## config.mk

```make
export PLATFORM = sky130hd
export DESIGN_NAME = serial_sub
export DESIGN_NICKNAME = d
export VERILOG_FILES = /design/src/rtl/serial_sub_pkg.sv /design/src/rtl/serial_sub_full_sub.sv /design/src/rtl/serial_sub.sv
export SDC_FILE = /design/constraint.sdc
export NUM_CORES = 1
export LEC_CHECK = 0
export ABC_AREA = 1
export CORE_MARGIN = 1
export CORE_UTILIZATION = 45
export CTS_CLUSTER_SIZE = 40
export DETAILED_ROUTE_END_ITERATION = 10
export GPL_TIMING_DRIVEN = 0
export PLACE_DENSITY = 0.83
export SKIP_CTS_REPAIR_TIMING = 1
export SLEW_MARGIN = 40
export SYNTH_ARGS = -nofsm -noshare
export SYNTH_HDL_FRONTEND = slang
export SYNTH_SLANG_ARGS = --single-unit
```

## constraint.sdc

```tcl
create_clock -name clk -period 1.3 [get_ports clk]
set_input_delay 0.26 -clock clk [delete_from_list [all_inputs] [get_ports clk]]
set_output_delay 0.26 -clock clk [all_outputs]
set_load 0.005 [all_outputs]
```

## src/rtl/serial_sub_pkg.sv

```systemverilog
// Shared types and sizing helpers for the bit-serial subtractor.
//   sub_state_t : FSM state encoding (IDLE, RUN, DONE)
//   cnt_width   : bit-position counter width for a given operand width
package serial_sub_pkg;

  typedef enum logic [1:0] {
    IDLE = 2'd0,
    RUN  = 2'd1,
    DONE = 2'd2
  } sub_state_t;

  // Counter must index bits 0..w-1; floor at 1 bit so the vector is never empty.
  function automatic int unsigned cnt_width(input int unsigned w);
    return (w < 2) ? 1 : $clog2(w);
  endfunction

endpackage

```

## src/rtl/serial_sub_full_sub.sv

```systemverilog
// Single-bit full subtractor cell: diff = x - y - bi, with borrow out.
//   x, y : operand bits
//   bi   : borrow in
//   diff : difference bit
//   bo   : borrow out
module full_sub (
  input  logic x,
  input  logic y,
  input  logic bi,
  output logic diff,
  output logic bo
);

  assign diff = x ^ y ^ bi;
  // Borrow when y exceeds x, or when they match and a borrow is pending.
  assign bo   = (~x & y) | (~(x ^ y) & bi);

endmodule

```

## src/rtl/serial_sub.sv

```systemverilog
// Bit-serial unsigned subtractor: d = a - b - bin, one bit per clock, LSB first.
//   clk, rst : rising-edge clock, synchronous active-high reset
//   start    : request (accepted only in IDLE), a/b/bin sampled on that edge
//   busy     : high while bits are being processed
//   done     : one-cycle pulse when d and bout are valid
//   d, bout  : difference mod 2^WIDTH and borrow out of the MSB
module serial_sub
  import serial_sub_pkg::*;
#(
  parameter int unsigned WIDTH = 4
) (
  input  logic             clk,
  input  logic             rst,
  input  logic             start,
  input  logic [WIDTH-1:0] a,
  input  logic [WIDTH-1:0] b,
  input  logic             bin,
  output logic             busy,
  output logic             done,
  output logic [WIDTH-1:0] d,
  output logic             bout
);

  localparam int unsigned     CNT_W = cnt_width(WIDTH);
  localparam logic [CNT_W-1:0] LAST = CNT_W'(WIDTH - 1);

  sub_state_t       state;
  sub_state_t       state_nxt;
  logic [WIDTH-1:0] a_sr;
  logic [WIDTH-1:0] b_sr;
  logic [WIDTH-1:0] res;
  logic             brw;
  logic [CNT_W-1:0] count;
  logic             diff_c;
  logic             bo_c;
  logic             last_c;

  // Per-bit cell always looks at the LSB of the shifting operands.
  full_sub u_cell (
    .x   (a_sr[0]),
    .y   (b_sr[0]),
    .bi  (brw),
    .diff(diff_c),
    .bo  (bo_c)
  );

  assign last_c = (count == LAST);

  // Next-state logic.
  always_comb begin
    state_nxt = state;
    case (state)
      IDLE:    if (start) state_nxt = RUN;
      RUN:     if (last_c) state_nxt = DONE;
      DONE:    state_nxt = IDLE;
      default: state_nxt = IDLE;
    endcase
  end

  // State register.
  always_ff @(posedge clk) begin
    if (rst) state <= IDLE;
    else     state <= state_nxt;
  end

  // Datapath and registered status outputs.
  always_ff @(posedge clk) begin
    if (rst) begin
      busy  <= 1'b0;
      done  <= 1'b0;
      d     <= '0;
      bout  <= 1'b0;
      a_sr  <= '0;
      b_sr  <= '0;
      res   <= '0;
      brw   <= 1'b0;
      count <= '0;
    end else begin
      // Status flags track the state being entered so they line up with it.
      busy <= (state_nxt == RUN);
      done <= (state_nxt == DONE);
      case (state)
        IDLE: begin
          if (start) begin
            a_sr  <= a;
            b_sr  <= b;
            brw   <= bin;
            count <= '0;
          end
        end
        RUN: begin
          a_sr  <= {1'b0, a_sr[WIDTH-1:1]};
          b_sr  <= {1'b0, b_sr[WIDTH-1:1]};
          brw   <= bo_c;
          // Result fills from the MSB so bit 0 lands in place after WIDTH shifts.
          res   <= {diff_c, res[WIDTH-1:1]};
          count <= count + CNT_W'(1);
          if (last_c) begin
            d    <= {diff_c, res[WIDTH-1:1]};
            bout <= bo_c;
          end
        end
        default: ;
      endcase
    end
  end

endmodule

```

==> out/metrics.cfg <==
[yosys]
postSynthCellCount=126
avgSynthCellArea_um2=7.567
ys_ff_latch=23
ys_types=21
syn_nets=140
synth_top_cell_by_area=dfxtp_1
ys_warn_count=0
synth-seq-area-share_pct=48.29
syn_area_um2=953.4
synth.top_cell.area_share_pct=48.29
synthTopCellsByArea=dfxtp_1, nand2_1, nor2_1

[grt]
antenna_found_initial=0
grt_pass1_vias=743
grt_pass1_wl_um=2960
grt_util_all_layers_pct=19.17
grt_max_degree=13
grt_overflow=0

[floorplanning]
start_util_pct=48.11
io_pins=19
die-width_um=48.03
core_area_mm2=0.001982
die-area_mm2=0.002307
die_h_um=48.03
rows=16

[route]
routed_wl_um=1865
drt_pass1_iterations=3
routedWlPerCell_um=10.60
dr.first_iter.drc_count=11
via_count=845
ant_nets=0
top_layer_used=met4
viasPerCell=4.801
drt-met1-wl_um=803
dr_wl_met2_um=964
wl_met3_um=51
drc=0

[timing]
post-route-min-period_ps=1224
worst-slew-pin-transition_ps=363.3
rsz0062_at_grt=true
worst_clock_skew_ps=9.416
slew_violations=0
hold_ws_ps=257.9
slew-limit-headroom_pct=75.78
max_freq_mhz=816.8
finalHoldViolations=0
finalCritPeriodShare_pct=94.18
setup_violations=0

[worst_setup_path]
path_class=flip-flop to flip-flop
r2r-end=bout
worstSetupStartpointType=flip-flop
r2r_setup_slack_ps=80
crit_path_max_fanout=10
crit_arrival_ps=1430
r2r_cells=5
r2r-start=state[0]
cp.required_ps=1500
end_kind=flip-flop

[clocking]
tritoncts=yes
cts_root_buf=clkbuf_4
ctsLongestPathBuffers=2
cts_sinks=23
path_clk_slew_ps=130
cts_made_buffers=3
clk_latency_ps=310
cts_max_level=1

[finish]
fin_util_pct=62.25
area_delta_synth_final_pct=29.40
final_common_cell=nand2_1
drive_above_1_share_pct=14.09
fin_nets=164
final_cell_mix=nand2_1, nor2_1, dfxtp_1
antenna_cells=0

[placed_design]
hpwl_um=1350
port-buffer-count=18
gp_congestion=0.7813

[hold_path]
min_from=rst
min_path_cells=2
hold-path-endpoint=count[1]
hp-class=input pin to flip-flop

[power_and_ir_drop]
vdd_drop_max_mv=0.7981
cellLeakagePower_nw=0.6663
power_density_mw_per_mm2=1062

[run_status]
status=finished clean

[job]
drv_cap=0

==> how the worst max path moves through the flow <==
stage | start | to | cells past startpoint | slack (ps)
after floorplan | b_sr[0] | res[3] | 4 | 170
after global placement | rst | res[2] | 5 | -320
after detailed placement | rst | res[1] | 5 | -340
after CTS | d[2] | d[2] | 1 | -160
after global routing | state[1] | a_sr[3] | 5 | -50
final | state[0] | bout | 5 | 80
==> synth_stat cells, drive strengths merged <==
| cell | number |
|---|---|
| nand2 | 29 |
| nor2 | 24 |
| o21a | 2 |
| dfxtp | 23 |
| buf | 2 |
| clkinv | 1 |
| a21oi | 4 |
| fa | 1 |
| ha | 1 |
| nor3 | 6 |
| nand3 | 10 |
| inv | 15 |
| o21ai | 8 |
==> layout make-up <==
class | instances | area (um2)
fillers | 180 | 748.2
repair buffers | 19 | 207.7
multi-input cells | 85 | 419.2
clock buffers | 4 | 26.28
plain buffers | 2 | 16.27
well taps | 27 | 33.78
flip-flops and latches | 23 | 466.7
inverters | 16 | 63.81
==> report_power, final <==
group | internal [mW] | switching (mW) | total [mW] | leakage [nW]
Combinational | 0.0982 | 0.115 | 0.213 | 0.460
Sequential | 0.747 | 0.0210 | 0.768 | 0.191
Clock | 0.120 | 0.208 | 0.328 | 0.0150
Total | 0.965 | 0.345 | 1.31 | 0.666
==> metrics by stage <==
stage	cell area (um2)	instances	setup slack, ps	setup TNS (ps)	total power [mW]
2_1_floorplan	953.4	126	169.4	0	0.9192
3_5_place_dp	1167	171	-339.3	-5031	0.9954
4_1_cts	1194	175	-157.5	-835.1	1.322
6_report	1234	176	75.66	0	1.310
5_1_grt	1234	176	-45.47	-140.6	1.384
3_3_place_gp	1167	171	-324.7	-4856	0.9871
==> critical path, cell delays in order, from the launching register on <==
cell	delay [ps]
dfxtp_1	460
inv_2	80
nor2_4	220
nand2_1	180
nand3_1	100
o21ai_0	70
==> registers in the layout (all words and copies together) (netlist names) <==
register	count
a_sr	4
b_sr	4
bout	1
brw	1
busy	1
count	2
d	4
done	1
res	3
state	2
==> metal layers <==
layer / track usage [%] / vias up
met5: 0 / -
met4: 10.00 / 0
met3: 3.396 / 4
met2: 34.32 / 13
met1: 21.41 / 388
li1: - / 440
==> cell families (layout without fill, tap and decap cells) <==
| kind of cell | count (synthesis) | after routing | share of synthesized area (%) |
|---|---|---|---|
| and+or+nand+nor | 69 | 69 | 31.63 |
| adders and majority gates | 2 | 2 | 3.412 |
| AOI/OAI and AO/OA | 14 | 14 | 8.660 |
| buffers and inverters | 18 | 41 | 8.004 |
| DFF | 23 | 23 | 48.29 |
Note: power is estimated with default switching activity, not from simulation.
